`config.mk`:
```
export PLATFORM = sky130hd
export DESIGN_NAME = kv_cmd_sequencer
export DESIGN_NICKNAME = d
export VERILOG_FILES = /design/src/rtl/kv_cmd_pkg.sv /design/src/rtl/kv_rsp_serializer.sv /design/src/rtl/kv_cmd_sequencer.sv
export SDC_FILE = /design/constraint.sdc
export NUM_CORES = 1
export LEC_CHECK = 0
export ABC_AREA = 1
export BUFFER_PORTS_ARGS = -buffer_cell sky130_fd_sc_hd__buf_4
export CAP_MARGIN = 20
export CORE_MARGIN = 2
export CORE_UTILIZATION = 55
export CTS_BUF_LIST = sky130_fd_sc_hd__clkbuf_16
export DETAILED_ROUTE_END_ITERATION = 10
export PLACE_DENSITY = 0.88
export SYNTH_ARGS = -nofsm -noshare
export SYNTH_HDL_FRONTEND = slang
export SYNTH_HIERARCHICAL = 1
export SYNTH_SLANG_ARGS = --single-unit
```
`constraint.sdc`:
```
create_clock -name clk -period 2.45 [get_ports clk]
set_clock_uncertainty 0.15 [all_clocks]
set_input_delay 0.245 -clock clk [delete_from_list [all_inputs] [get_ports clk]]
set_output_delay 0.245 -clock clk [all_outputs]
set_load 0.01 [all_outputs]
```
`src/rtl/kv_cmd_pkg.sv`:
```
// Shared opcodes, status codes, FSM state and operand-count helper for the
// key-value command sequencer.
package kv_cmd_pkg;

  localparam logic [7:0] OP_PAD      = 8'h00;
  localparam logic [7:0] OP_SET      = 8'h01;
  localparam logic [7:0] OP_GET      = 8'h02;
  localparam logic [7:0] OP_TRANSFER = 8'h03;

  localparam logic [1:0] CMD_NONE     = 2'd0;
  localparam logic [1:0] CMD_SET      = 2'd1;
  localparam logic [1:0] CMD_GET      = 2'd2;
  localparam logic [1:0] CMD_TRANSFER = 2'd3;

  localparam logic [7:0] ST_OK       = 8'h00;
  localparam logic [7:0] ST_EXEC_ERR = 8'h10;
  localparam logic [7:0] ST_BAD_OP   = 8'hE0;
  localparam logic [7:0] ST_TIMEOUT  = 8'hE1;

  typedef enum logic [2:0] {
    S_IDLE,
    S_OPERANDS,
    S_ISSUE,
    S_WAIT_DONE,
    S_RESPOND
  } state_e;

  // Zero marks an opcode that is not recognised.
  function automatic logic [2:0] opnd_count(input logic [7:0] op);
    case (op)
      OP_SET:      return 3'd3;
      OP_GET:      return 3'd1;
      OP_TRANSFER: return 3'd4;
      default:     return 3'd0;
    endcase
  endfunction

endpackage

```
`src/rtl/kv_rsp_serializer.sv`:
```
// Loads a status byte plus optional 16-bit data and shifts them out MSB-first
// on a valid/ready byte interface; last_o flags the final byte handshake.
module kv_rsp_serializer (
  input  logic        clk,
  input  logic        rst_n,
  input  logic        ld_i,
  input  logic [7:0]  ld_status_i,
  input  logic        ld_has_data_i,
  input  logic [15:0] ld_data_i,
  output logic        rsp_valid_o,
  input  logic        rsp_ready_i,
  output logic [7:0]  rsp_byte_o,
  output logic        last_o
);

  logic [23:0] sh_q;
  logic [1:0]  rem_q;
  logic        vld_q;

  always_ff @(posedge clk or negedge rst_n) begin
    if (!rst_n) begin
      sh_q  <= '0;
      rem_q <= '0;
      vld_q <= 1'b0;
    end else if (ld_i) begin
      sh_q  <= {ld_status_i, ld_data_i};
      rem_q <= ld_has_data_i ? 2'd3 : 2'd1;
      vld_q <= 1'b1;
    end else if (vld_q && rsp_ready_i) begin
      sh_q  <= {sh_q[15:0], 8'h00};
      rem_q <= rem_q - 2'd1;
      vld_q <= (rem_q != 2'd1);
    end
  end

  assign rsp_valid_o = vld_q;
  assign rsp_byte_o  = sh_q[23:16];
  assign last_o      = vld_q && rsp_ready_i && (rem_q == 2'd1);

endmodule

```
`src/rtl/kv_cmd_sequencer.sv`:
```
// Byte-stream front end for SET/GET/TRANSFER: decode, issue one command, wait
// for completion, stream status/result. Optional stall timeout: KV_CMD_TIMEOUT_EN.
module kv_cmd_sequencer
  import kv_cmd_pkg::*;
#(
  parameter int KEY_W          = 8,
  parameter int VAL_W          = 16,
  parameter int TIMEOUT_CYCLES = 1024
) (
  input  logic             clk,
  input  logic             rst_n,
  input  logic [7:0]       in_byte_i,
  input  logic             in_valid_i,
  output logic             in_ready_o,
  output logic             cmd_valid_o,
  input  logic             cmd_ready_i,
  output logic [1:0]       cmd_op_o,
  output logic [KEY_W-1:0] cmd_key_a_o,
  output logic [KEY_W-1:0] cmd_key_b_o,
  output logic [VAL_W-1:0] cmd_value_o,
  input  logic             exec_done_i,
  input  logic [1:0]       exec_status_i,
  input  logic [VAL_W-1:0] exec_rdata_i,
  output logic             rsp_valid_o,
  input  logic             rsp_ready_i,
  output logic [7:0]       rsp_byte_o,
  output logic             busy_o
);

  state_e           state_q;
  logic             in_ready_q, busy_q, cmd_valid_q;
  logic [1:0]       op_q;
  logic [2:0]       cnt_q;
  logic [23:0]      opnd_q;
  logic [KEY_W-1:0] key_a_q, key_b_q;
  logic [VAL_W-1:0] value_q;

  logic        accept;
  logic [31:0] frame;
  logic        ser_ld, ser_has_data, ser_last;
  logic [7:0]  ser_status;

  assign accept = in_valid_i && in_ready_q;
  // Earlier operand bytes plus the byte being accepted now.
  assign frame  = {opnd_q, in_byte_i};

`ifdef KV_CMD_TIMEOUT_EN
  localparam int TW = $clog2(TIMEOUT_CYCLES + 1);
  logic [TW-1:0] tmo_q;
  logic          tmo_hit;

  assign tmo_hit = (tmo_q == TW'(TIMEOUT_CYCLES - 1));

  always_ff @(posedge clk or negedge rst_n) begin
    if (!rst_n)                             tmo_q <= '0;
    else if (state_q != S_OPERANDS || accept) tmo_q <= '0;
    else                                    tmo_q <= tmo_q + 1'b1;
  end
`endif

  // Response load strobe; the FSM enters RESPOND on the same edge.
  always_comb begin
    ser_ld       = 1'b0;
    ser_status   = ST_OK;
    ser_has_data = 1'b0;
    case (state_q)
      S_IDLE: begin
        if (accept && in_byte_i != OP_PAD && opnd_count(in_byte_i) == 3'd0) begin
          ser_ld     = 1'b1;
          ser_status = ST_BAD_OP;
        end
      end
      S_OPERANDS: begin
`ifdef KV_CMD_TIMEOUT_EN
        if (!accept && tmo_hit) begin
          ser_ld     = 1'b1;
          ser_status = ST_TIMEOUT;
        end
`endif
      end
      S_WAIT_DONE: begin
        if (exec_done_i) begin
          ser_ld       = 1'b1;
          ser_status   = (exec_status_i == 2'd0) ? ST_OK : (ST_EXEC_ERR | {6'b0, exec_status_i});
          ser_has_data = (op_q == CMD_GET) && (exec_status_i == 2'd0);
        end
      end
      default: ;
    endcase
  end

  always_ff @(posedge clk or negedge rst_n) begin
    if (!rst_n) begin
      state_q     <= S_IDLE;
      in_ready_q  <= 1'b0;
      busy_q      <= 1'b0;
      cmd_valid_q <= 1'b0;
      op_q        <= CMD_NONE;
      cnt_q       <= '0;
      opnd_q      <= '0;
      key_a_q     <= '0;
      key_b_q     <= '0;
      value_q     <= '0;
    end else begin
      case (state_q)
        S_IDLE: begin
          in_ready_q <= 1'b1;
          if (ser_ld) begin
            state_q    <= S_RESPOND;
            in_ready_q <= 1'b0;
            busy_q     <= 1'b1;
          end else if (accept && in_byte_i != OP_PAD) begin
            op_q    <= in_byte_i[1:0];
            cnt_q   <= opnd_count(in_byte_i);
            opnd_q  <= '0;
            state_q <= S_OPERANDS;
            busy_q  <= 1'b1;
          end
        end
        S_OPERANDS: begin
          if (ser_ld) begin
            state_q    <= S_RESPOND;
            in_ready_q <= 1'b0;
          end else if (accept) begin
            opnd_q <= frame[23:0];
            cnt_q  <= cnt_q - 3'd1;
            if (cnt_q == 3'd1) begin
              state_q     <= S_ISSUE;
              in_ready_q  <= 1'b0;
              cmd_valid_q <= 1'b1;
              case (op_q)
                CMD_SET: begin
                  key_a_q <= KEY_W'(frame[23:16]);
                  key_b_q <= '0;
                  value_q <= VAL_W'(frame[15:0]);
                end
                CMD_GET: begin
                  key_a_q <= KEY_W'(frame[7:0]);
                  key_b_q <= '0;
                  value_q <= '0;
                end
                default: begin
                  key_a_q <= KEY_W'(frame[31:24]);
                  key_b_q <= KEY_W'(frame[23:16]);
                  value_q <= VAL_W'(frame[15:0]);
                end
              endcase
            end
          end
        end
        S_ISSUE: begin
          if (cmd_ready_i) begin
            cmd_valid_q <= 1'b0;
            state_q     <= S_WAIT_DONE;
          end
        end
        S_WAIT_DONE: begin
          if (ser_ld) state_q <= S_RESPOND;
        end
        S_RESPOND: begin
          if (ser_last) begin
            state_q    <= S_IDLE;
            in_ready_q <= 1'b1;
            busy_q     <= 1'b0;
          end
        end
        default: state_q <= S_IDLE;
      endcase
    end
  end

  kv_rsp_serializer u_rsp (
    .clk          (clk),
    .rst_n        (rst_n),
    .ld_i         (ser_ld),
    .ld_status_i  (ser_status),
    .ld_has_data_i(ser_has_data),
    .ld_data_i    (16'(exec_rdata_i)),
    .rsp_valid_o  (rsp_valid_o),
    .rsp_ready_i  (rsp_ready_i),
    .rsp_byte_o   (rsp_byte_o),
    .last_o       (ser_last)
  );

  assign in_ready_o  = in_ready_q;
  assign busy_o      = busy_q;
  assign cmd_valid_o = cmd_valid_q;
  assign cmd_op_o    = op_q;
  assign cmd_key_a_o = key_a_q;
  assign cmd_key_b_o = key_b_q;
  assign cmd_value_o = value_q;

endmodule

```
### Yosys cells after proc, flatten, opt, wreduce, memory -nomap -nowiden

Cells that the tools add are included.

| storage, ports and cells | value |
|---|---|
| latch bits | 0 |
| word-level logic and storage cells | 117 |
| memories | 0 |
| ROM bits | 0 |
| input bits | 32 |
| memory bits (writable) | 0 |
| bits in registers | 94 |

| operators by class | value |
|---|---|
| equal/unequal tests | 23 |
| $add $sub $neg | 2 |
| $mul | 0 |
| order comparisons | 0 |
| reductions and logical operators | 23 |
| bitwise logic cells | 1 |
| muxes and demuxes | 55 |
| shift-type cells | 0 |
| divide/modulo/power cells | 0 |

Operators with widths:

| operator | count |
|---|---|
| $mux W24 | 6 |
| $pmux W24 S2 | 1 |
| $mux W3 | 13 |
| $pmux W8 S2 | 2 |
| $mux W1 | 18 |
| $eq A8 B2 Y1 const B | 2 |
| $mux W16 | 1 |
| $mux W8 | 2 |
| $ne A2 B2 Y1 const B | 8 |
| $pmux W3 S5 | 1 |
| $mux W5 | 2 |
| $reduce_and A5 Y1 | 2 |
| $ne A3 B3 Y1 const B | 3 |
| $pmux W3 S3 | 1 |
| $eq A8 B1 Y1 const B | 1 |
| $reduce_and A4 Y1 | 2 |
| $reduce_bool A2 Y1 | 4 |
| $reduce_bool A8 Y1 | 1 |
| $eq A3 B1 Y1 const B | 2 |
| $eq A3 B2 Y1 const B | 2 |
| $logic_and A1 B1 Y1 | 6 |
| $logic_not A3 Y1 | 2 |
| $mux W2 | 3 |
| $pmux W1 S2 | 3 |
| other kinds (14) | 16 |

### Longest topological paths before layout

Gate-level depths: netlist of run 1.

| logic depth | value |
|---|---|
| word-level depth | 9 |
| mapped depth | 13 |
| gate-level depth less buffers | 11 |

### Modules after synthesis

The synthesis of run 1 kept the hierarchy.

Modules (own cells, without submodules):

| module | instances | area an instance (µm²) | cells each |
|---|---|---|---|
| kv_cmd_sequencer | 1 | 3358.2 | 395 |
| kv_rsp_serializer | 1 | 1505.2 | 180 |

### Least setup slack after synthesis of run 1

OpenSTA, ideal clock, no wires.

| timing | value |
|---|---|
| path kind | register to register |
| from | register op_q[0], in the netlist cmd_op_o[0] |
| to | register u_rsp.rem_q[1] |
| path slack | 0.641 ns |
| path buffers | 2 |
| clock period less this slack | 1.809 ns |
| cell stages (with the launch flop) | 11 |
| arrival | 1.594 ns |
| setup time | 0.065 ns |
| cells stage by stage | dfrtp_1 -> inv_1 -> ha_1 -> buf_2 -> inv_1 -> clkbuf_1 -> nor4_1 -> nand2_1 -> nand2_1 -> nand2_1 -> nand2_1 |

| on the way | value |
|---|---|
| longest elaborated chain between the ends | 6 |

RTL lines:

| element | line | source |
|---|---|---|
| start, declared | kv_cmd_sequencer.sv:32 | `logic [1:0] op_q;` |
| start signal, assigned | kv_cmd_sequencer.sv:113 | `op_q <= in_byte_i[1:0];` |
| $eq A2 B2 Y1 | kv_cmd_sequencer.sv:85 | `ser_has_data = (op_q == CMD_GET) && (exec_status_i == 2'd0);` |
| $logic_and A1 B1 Y1 | kv_cmd_sequencer.sv:85 |  |
| $mux W1 | kv_cmd_sequencer.sv:82 | `if (exec_done_i) begin` |
| $mux W1 | kv_cmd_sequencer.sv:66 | `case (state_q)` |
| named net ser_has_data | kv_cmd_sequencer.sv:40 | `logic ser_ld, ser_has_data, ser_last;` |
| $mux W2 | kv_rsp_serializer.sv:27 | `rem_q <= ld_has_data_i ? 2'd3 : 2'd1;` |
| $mux W2 | kv_rsp_serializer.sv:25 | `end else if (ld_i) begin` |
| end signal, assigned | kv_rsp_serializer.sv:27 |  |
| end signal, assigned | kv_rsp_serializer.sv:31 | `rem_q <= rem_q - 2'd1;` |
| end, declared | kv_rsp_serializer.sv:17 | `logic [1:0] rem_q;` |

The timed path passes the listed nets, and every way through them passes these cells.
A chain may end at the register's enable or synchronous reset.

### Final worst setup path of run 1

| timing | value |
|---|---|
| from | register state_q[1] |
| to | register u_rsp.sh_q[17] |

| on the way | value |
|---|---|
| longest elaborated chain between the ends | 3 |
| elaborated cells between the ends (all ways) | 6 |

RTL lines:

| element | line | source |
|---|---|---|
| start, declared | kv_cmd_sequencer.sv:30 | `state_e state_q;` |
| start signal, assigned | kv_cmd_sequencer.sv:94 | `state_q <= S_IDLE;` |
| start signal, assigned | kv_cmd_sequencer.sv:109 | `state_q <= S_RESPOND;` |
| start signal, assigned | kv_cmd_sequencer.sv:116 | `state_q <= S_OPERANDS;` |
| $eq A3 B2 Y1 or $logic_not A3 Y1 (tied branches) | kv_cmd_sequencer.sv:66 |  |
| $pmux W1 S2 * | kv_cmd_sequencer.sv:66 |  |
| named net ser_ld | kv_cmd_sequencer.sv:40 |  |
| $mux W24 or $reduce_bool A2 Y1 (tied branches) | - |  |
| end signal, assigned | kv_rsp_serializer.sv:26 | `sh_q <= {ld_status_i, ld_data_i};` |
| end signal, assigned | kv_rsp_serializer.sv:30 | `sh_q <= {sh_q[15:0], 8'h00};` |
| end, declared | kv_rsp_serializer.sv:16 | `logic [23:0] sh_q;` |

The timed path passes the listed nets; every way through them passes the cells marked *.

==> out/metrics.yaml, run 1 <==
ios: 78
cts.path.max_buffers: 2
fin_nets: 679
grt_pass1_wl_um: 19200
crit_path_frequent_cell: "nand2_4"
cpMaxStageDelayCell: "dfrtp_1"
synth_cells: 575
drt_iter0_markers: 302
crit_fanout: 39
io_buffers: 77
critPathTopFamily: "simple AND/OR/NAND/NOR gates"
p_per_area_nw_per_um2: 1160
p_sw_frac: 0.407
tightestPinTransition_ns: 0.828
die_w_um: 98.0
p_switching_mw: 2.71
cts_max_level: 3
drtPass1Iterations: 5
syn_area_um2: 4860
route.final.wire_length_um: 11400
vias: 4141
worst-path-buf-inv: 1
cts.sinks: 94
cts_inserted_buffers: 9
critical_path_class: "flip-flop to flip-flop"
period_share: 0.875
synth_warnings: 6
grt_max_degree: 66
detail-route-antenna-nets: 0
layout_commonest_cell: "nand2_1"
core_um2: 8640
hold_slack_ns: 0.0254
core.rowCount: 34
overflow: 0
syn2layout_area_growth_pct: 17.9
antenna_found_initial: 0
rsz0062_at_grt: "no"
post_cts_buffers: 0
cp-start-kind: "flip-flop"
peakVddDrop_uv: 572
finalSetupViolations: 0
wl_per_cell_um: 15.1
status: "completed"
cp.arrival_ns: 2.27
cap_violations: 0
worstSkewPairLatency_ns: 0.34
ys_types: 35
n_antenna_cell: 0
dieArea_um2: 9610
finalHoldViolCount: 0
clk_pin_slew_worst_paths_ns: 0.07
drv_slew: 0
routed_via_density: 5.48
cts_root_buf: "clkbuf_16"
syn_avg_cell_area_um2: 8.46
period_needed_ns: 2.14
critPathRequiredTime_ns: 2.58
gp_congestion: 0.923
cts_tree: "yes"
leakagePower_nw: 3.02
end_kind: "flip-flop"
p_clk_frac: 0.229
synth_seq_cells: 94
power_frac_seq: 0.373
drcViolationCount: 0
grt_pass1_vias: 4083
layout_common_cells: "245 x nand2_1, 94 x dfrtp_1, 83 x buf_4"
p_int_mw: 3.94
combinationalPowerShare: 0.398
relSlewSlack: 0.448
initial_core_util: 0.563
crit_path_cell_trace: "nor2_2 > nand2_2 > nor2_2 > nand2_4 > nand2_4 > inv_8 > nand2_4 > nand2_1 > nand2_1"
hold_path.class: "primary input to flip-flop"
fin_tns_setup_ns: 0
die_h_um: 98.0
max_freq_ghz: 0.466
drive_gt1_frac: 0.229
dp_hpwl_um: 7440
yosysSeqAreaShare: 0.484
cpPeakStageDelay_ns: 0.51
grt_util_all_layers: 0.245
==> metal layers <==
layer / part of all wire / GRT usage / up-vias
met1: 0.40 / 0.310 / 1953
met3: 0.069 / 0.0472 / 32
met5: 0 / 0 / -
met2: 0.50 / 0.407 / 184
met4: 0.032 / 0.118 / 0
li1: - / - / 1972
==> final cells by class <==
type | instances | area, µm²
Inverter | 33 | 144
Timing Repair Buffer | 93 | 733
Tap cell | 108 | 135
Clock inverter | 7 | 97.6
Sequential cell | 94 | 2350
Fill cell | 662 | 2900
Clock buffer | 9 | 225
Multi-Input combinational cell | 411 | 2050
==> synthesized netlist by cell type, drive strengths merged <==
library cell	n	share of area
a21oi	2	0.0021
a22o	4	0.0072
a31oi	8	0.010
buf	30	0.060
clkbuf	8	0.0062
clkinv	2	0.0026
conb	1	0.00077
dfrtp	94	0.48
ha	5	0.013
inv	31	0.027
nand2	252	0.20
nand3	32	0.051
nand3b	1	0.0015
nand4	29	0.043
nor2	32	0.027
nor4	1	0.0013
o21a	1	0.0015
o21ai	37	0.046
o31ai	4	0.010
or2	1	0.0013
==> flip-flops by register name, summed over array words and instances, names as in the netlist <==
signal             flops
busy_o                 1
opnd_q                24
u_rsp/sh_q            24
u_rsp/rsp_valid_o      1
cmd_key_b_o            8
cnt_q                  3
state_q                3
cmd_op_o               2
cmd_value_o           16
cmd_valid_o            1
cmd_key_a_o            8
in_ready_o             1
u_rsp/rem_q            2
==> power groups by stage <==
stage                     logic (mW)  clock network (mW)  registers (mW)
final                           2.65                1.52            2.48
after global routing            2.96                1.59            2.54
after CTS                       2.65                1.54            2.47
after detailed placement        2.59                   0            2.49
after global placement          2.50                   0            2.46
after floorplan                 1.94                   0            2.46
==> final timing paths <==
path	startpoint	endpoint	slack [ns]	cells past startpoint
setup reg to reg	state_q[1]	u_rsp/sh_q[17]	0.31	9
max in group asynchronous	rst_n	u_rsp/sh_q[17]	1.09	3
hold reg to reg	cnt_q[1]	cnt_q[1]	0.33	2
min in group asynchronous	rst_n	cmd_key_a_o[5]	0.39	2
hold / removal	rsp_ready_i	u_rsp/rsp_valid_o	0.03	4
setup / recovery	state_q[1]	u_rsp/sh_q[17]	0.31	9
==> kinds of logic after synthesis <==
group	count (synthesis)	share of synthesized area
AO/OA/AOI/OAI	56	0.0772
other	1	0.000771
adder cells (fa/ha/maj)	5	0.0129
flip-flops	94	0.484
AND/OR/NAND/NOR	348	0.330
buffers and inverters	71	0.0960
==> stage by stage <==
step | instance area (µm²) | utilization | setup slack [ns] | instances | power [mW]
5_1_grt | 5740 | 0.664 | 0.207 | 755 | 7.09
3_5_place_dp | 5320 | 0.616 | 0.301 | 730 | 5.08
3_3_place_gp | 5320 | 0.616 | 0.424 | 730 | 4.97
4_1_cts | 5740 | 0.664 | 0.336 | 755 | 6.65
2_1_floorplan | 4870 | - | 0.641 | 576 | 4.41
6_report | 5740 | 0.664 | 0.306 | 755 | 6.65
==> timing repair <==
item / CTS / global route
gates resized for setup: 0 / 0
endpoints found under the hold margin: 72 / 0
hold buffers: 9 / 0
==> worst register-to-register path: cells and delay by family (launching register included) <==
kind | cells | cell delay (ns)
simple gates | 8 | 1.24
buf+inv | 1 | 0.18
flops | 1 | 0.51
Note: power is estimated with default switching activity, not from simulation.
==> run 2: changes to the inputs <==
Settings changed: BUFFER_PORTS_ARGS -buffer_cell sky130_fd_sc_hd__buf_4 to -buffer_cell sky130_fd_sc_hd__buf_2.
Clock period 2.45 ns to 2.2 ns, I/O delays scaled along.
==> run 2 against run 1 <==
  * Critical path depth is 1 lower
  * Largest cell class unchanged
  * Sequential power is 10% higher
  * Highest routed layer unchanged
  * Sequential cell count is the same
  * Final cell count rose by 0.26%
  * Utilization fell by 2.5 points
  * Wire length down 2.6%
  * Largest power group unchanged
  * Worst hold slack got worse by 0.0015 ns
  * Die area stayed put
  * Total power is 4.7% higher
  * Critical path type unchanged
  * Sequential share of layout area up 1.6 points
  * Non-clock buffer count is 3 higher
==> out/metrics.yaml, run 2 (synthesis results as in run 1) <==
ios: 78
clk_pin_slew_worst_paths_ns: 0.07
crit_fanout: 9
cts_max_level: 3
fin_cells: 757
layout_setup_ws_ns: 0.197
layout_commonest_cell: "nand2_1"
cts_inserted_buffers: 9
overflow: 0
initial_core_util: 0.563
die_w_um: 98.0
route.final.wire_length_um: 11100
grt_util_all_layers: 0.240
final_cell_area_um2: 5520
detail-route-antenna-nets: 0
critPathRequiredTime_ns: 2.32
finalSetupViolations: 0
post_cts_buffers: 0
wl_per_cell_um: 14.7
syn2layout_area_growth_pct: 13.4
n_antenna_cell: 0
grt_pass1_vias: 4112
drtPass1Iterations: 5
worst-path-buf-inv: 2
fillers: 742
period_share: 0.911
max_freq_ghz: 0.499
cpPeakStageDelay_ns: 0.42
die_h_um: 98.0
cts_root_buf: "clkbuf_16"
rsz0062_at_grt: "no"
tightestPinTransition_ns: 0.537
peakVddDrop_uv: 912
period_needed_ns: 2.00
relSlewSlack: 0.642
vias: 4111
cts.sinks: 94
drt_iter0_markers: 306
crit_path_cell_trace: "inv_1 > ha_1 > inv_1 > nor4_1 > nand2_1 > nand2_1 > nand2_1 > nand2_1"
dieArea_um2: 9610
finalHoldViolCount: 0
fin_nets: 682
grt_pass1_wl_um: 19000
placed_cell_area_um2: 5150
grt_max_degree: 49
cpMaxStageDelayCell: "ha_1"
antenna_found_initial: 0
worstSkewPairLatency_ns: 0.34
layout_common_cells: "245 x nand2_1, 94 x dfrtp_1, 76 x buf_2"
core.rowCount: 34
p_per_area_nw_per_um2: 1260
placed_cells: 733
crit_path_frequent_cell: "nand2_1"
leakagePower_nw: 2.98
drv_slew: 0
cts.path.max_buffers: 2
cts_tree: "yes"
fin_tns_setup_ns: 0
critical_path_class: "flip-flop to flip-flop"
cp-start-kind: "flip-flop"
drcViolationCount: 0
critPathTopFamily: "simple AND/OR/NAND/NOR gates"
end_kind: "flip-flop"
cap_violations: 0
status: "completed"
core_um2: 8640
routed_via_density: 5.43
dp_hpwl_um: 7710
drive_gt1_frac: 0.231
gp_congestion: 0.877
hold_path.class: "primary input to flip-flop"
pre_cts_slack_ns: 0.228
cp.arrival_ns: 2.13
io_buffers: 77
## run 2: changes by cell type in the layout (fill, tap and decap cells not counted)
| cell | delta |
|---|---|
| inv_1 | -1 |
| clkinv_1 | +1 |
| clkinv_4 | +1 |
| buf_4 | -73 |
| buf_2 | +76 |
| bufinv_16 | -2 |
## run 2: metrics by stage
step / total power [mW] / util / hold WS, ns
after floorplan: 4.91 / - / -0.226
after global placement: 5.37 / 0.597 / 0.0819
after detailed placement: 5.51 / 0.597 / 0.0854
after CTS: 6.98 / 0.639 / 0.00875
after global routing: 7.46 / 0.639 / 0.0369
final: 6.96 / 0.639 / 0.0239
## run 2: repair_timing
item	in CTS	in global routing
hold endpoints to repair	46	0
gates resized for setup	0	0
hold buffers	9	0
## run 2: routing by layer
layer | GRT usage | vias to the layer above | part of all wire
li1 | - | 1980 | -
met1 | 0.314 | 1955 | 0.41
met2 | 0.415 | 162 | 0.52
met3 | 0.0415 | 14 | 0.068
met4 | 0.0662 | 0 | 0.012
met5 | 0 | - | 0
## run 2: final timing paths
path | startpoint | to | slack, ns | cells after the start
max | cmd_op_o[0] | u_rsp/rem_q[1] | 0.20 | 8
min | exec_rdata_i[11] | u_rsp/sh_q[11] | 0.02 | 5
max reg2reg | cmd_op_o[0] | u_rsp/rem_q[1] | 0.20 | 8
min reg2reg | cmd_value_o[4] | cmd_value_o[4] | 0.32 | 2
max in group asynchronous | rst_n | cmd_key_b_o[3] | 1.02 | 3
min in group asynchronous | rst_n | cmd_value_o[1] | 0.25 | 2
## run 2: cell type report
| cell class | count | area (µm²) | share of cell area |
|---|---|---|---|
| clock buffer | 9 | 225 | 0.0408 |
| clock inverter | 6 | 46.3 | 0.00839 |
| timing repair buffer | 96 | 566 | 0.103 |
| sequential | 94 | 2350 | 0.426 |
| tap | 108 | 135 | 0.0245 |
| inverter | 33 | 144 | 0.0261 |
| multi-input combinational | 411 | 2050 | 0.371 |
## run 2: worst reg2reg max path, stage by stage (launching register included)
cell,delay (ns)
dfrtp_1,0.41
inv_1,0.07
ha_1,0.42
inv_1,0.26
nor4_1,0.37
nand2_1,0.10
nand2_1,0.07
nand2_1,0.04
nand2_1,0.06
## run 2: report_power, final
group          switching (mW)  internal [mW]  total [mW]
combinational            1.84          0.964        2.80
clock                   0.661          0.768        1.43
sequential              0.434           2.30        2.73
==> run 3: changes to the inputs <==
Settings changed: PLACE_DENSITY 0.88 to 0.75.
==> run 3 against run 2 <==
  * Combinational power barely moved
  * Utilization rose by 0.45 points
  * Setup slack improved by 0.10 ns
  * Via count fell by 2.2%
  * Final cell count rose by 0.26%
  * Wire length fell by 5.2%
  * Global-route usage fell by 0.92 points
  * Total power rose by 1.7%
  * Die area did not move
  * Maximum frequency rose by 5.4%
  * Critical endpoint is now u_rsp/sh_q[15]
  * Largest cell class unchanged
==> out/metrics.yaml, run 3 (synthesis results as in run 1) <==
routed_via_density: 5.30
cpMaxStageDelayCell: "dfrtp_1"
dp_hpwl_um: 7390
leakagePower_nw: 2.99
syn2layout_area_growth_pct: 14.2
initial_core_util: 0.563
ios: 78
layout_common_cells: "245 x nand2_1, 94 x dfrtp_1, 76 x buf_2"
antenna_found_initial: 0
cpPeakStageDelay_ns: 0.51
cap_violations: 0
cts_max_level: 3
fin_tns_setup_ns: 0
hold_slack_ns: 0.0189
drt_iter0_markers: 214
worstSkewPairLatency_ns: 0.34
drcViolationCount: 0
drv_slew: 0
tightestPinTransition_ns: 0.549
power_frac_seq: 0.385
relSlewSlack: 0.634
grt_util_all_layers: 0.231
peakVddDrop_uv: 679
layout_commonest_cell: "nand2_1"
critPathRequiredTime_ns: 2.28
p_sw_frac: 0.411
cp-start-kind: "flip-flop"
core.rowCount: 34
power_mw: 7.08
cts_root_buf: "clkbuf_16"
drive_gt1_frac: 0.233
crit_fanout: 34
wl_per_cell_um: 13.9
finalHoldViolCount: 0
dieArea_um2: 9610
die_h_um: 98.0
status: "completed"
drtPass1Iterations: 6
fin_nets: 683
io_buffers: 77
finalSetupViolations: 0
worst-path-buf-inv: 2
period_share: 0.864
detail-route-antenna-nets: 0
post_cts_buffers: 0
hold_path.class: "primary input to flip-flop"
period_needed_ns: 1.90
critPathTopFamily: "simple AND/OR/NAND/NOR gates"
p_int_mw: 4.17
grt_pass1_vias: 3987
fillers: 746
cts_inserted_buffers: 9
critical_path_class: "flip-flop to flip-flop"
grt_max_degree: 43
cts.sinks: 94
clk_pin_slew_worst_paths_ns: 0.07
p_per_area_nw_per_um2: 1270
p_clk_frac: 0.222
utilization: 0.643
end_kind: "flip-flop"
p_switching_mw: 2.91
rsz0062_at_grt: "no"
max_freq_ghz: 0.526
die_w_um: 98.0
gp_congestion: 0.879
overflow: 0
route.final.wire_length_um: 10500
grt_pass1_wl_um: 18100
crit_path_frequent_cell: "nand2_1"
core_um2: 8640
vias: 4019
cts_tree: "yes"
cts.path.max_buffers: 2
n_antenna_cell: 0
combinationalPowerShare: 0.393
cp.arrival_ns: 1.98
crit_path_cell_trace: "nor2_2 > nand2_2 > nor2_2 > nand2_4 > nand2_4 > inv_8 > buf_4 > nand2_1 > nand2_1 > nand2_1 > nand2_1"
[run 3: cell count changes in the layout (fill, tap and decap cells not counted)]
cell and delta:
bufinv_16 +1, buf_4 +1, clkinvlp_4 +1, inv_8 +1, clkinv_4 -2
[run 3: path summary, 6_finish.rpt]
| path | to | slack (ns) | cells past startpoint | start |
|---|---|---|---|---|
| worst max register to register | u_rsp/sh_q[15] | 0.30 | 11 | state_q[1] |
| min in group asynchronous | cmd_key_a_o[5] | 0.25 | 2 | rst_n |
| worst min-delay path | opnd_q[3] | 0.02 | 3 | in_byte_i[3] |
| worst min register to register | cmd_value_o[7] | 0.33 | 2 | cmd_value_o[7] |
| worst max-delay path | u_rsp/sh_q[15] | 0.30 | 11 | state_q[1] |
| max in group asynchronous | u_rsp/sh_q[0] | 0.93 | 3 | rst_n |
[run 3: area by class of cell]
| type | instances | area (µm²) | share of cell area |
|---|---|---|---|
| inverter | 33 | 144 | 0.0259 |
| multi-input combinational | 411 | 2050 | 0.369 |
| tap | 108 | 135 | 0.0243 |
| clock inverter | 7 | 77.6 | 0.0140 |
| clock buffer | 9 | 225 | 0.0405 |
| timing repair buffer | 97 | 573 | 0.103 |
| sequential | 94 | 2350 | 0.423 |
[run 3: per-stage QoR]
step | area [µm²] | std cells | setup slack (ns)
after floorplan | 4870 | 576 | 0.391
after global placement | 5160 | 734 | 0.330
after detailed placement | 5160 | 734 | 0.317
after CTS | 5560 | 759 | 0.303
after global routing | 5560 | 759 | 0.145
final | 5560 | 759 | 0.299
[run 3: repair_timing]
item                                   4_1_cts  5_1_grt
endpoints found under the hold margin       48        0
hold buffers                                 9        0
resized for setup                            0        0
[run 3: power by group through the flow]
stage / Clock, mW / Sequential (mW) / Combinational [mW]
after floorplan: 0 / 2.74 / 2.16
after global placement: 0 / 2.73 / 2.70
after detailed placement: 0 / 2.76 / 2.76
after CTS: 1.60 / 2.73 / 2.80
after global routing: 1.67 / 2.80 / 3.15
final: 1.57 / 2.73 / 2.78
[run 3: tightest hold or removal path, stage by stage]
cell,delay [ns]
buf_2,0.12
nand4_1,0.08
nand2_1,0.05
[run 3: layer usage]
metal  vias up  share of wire  GRT usage  routed length (µm)
li1       1983              -          -                   -
met1      1881           0.43      0.304                4510
met4         0          0.028     0.0972                 290
met2       127           0.49      0.379                5170
met3        28          0.054     0.0422                 572
met5         -              0          0                   0
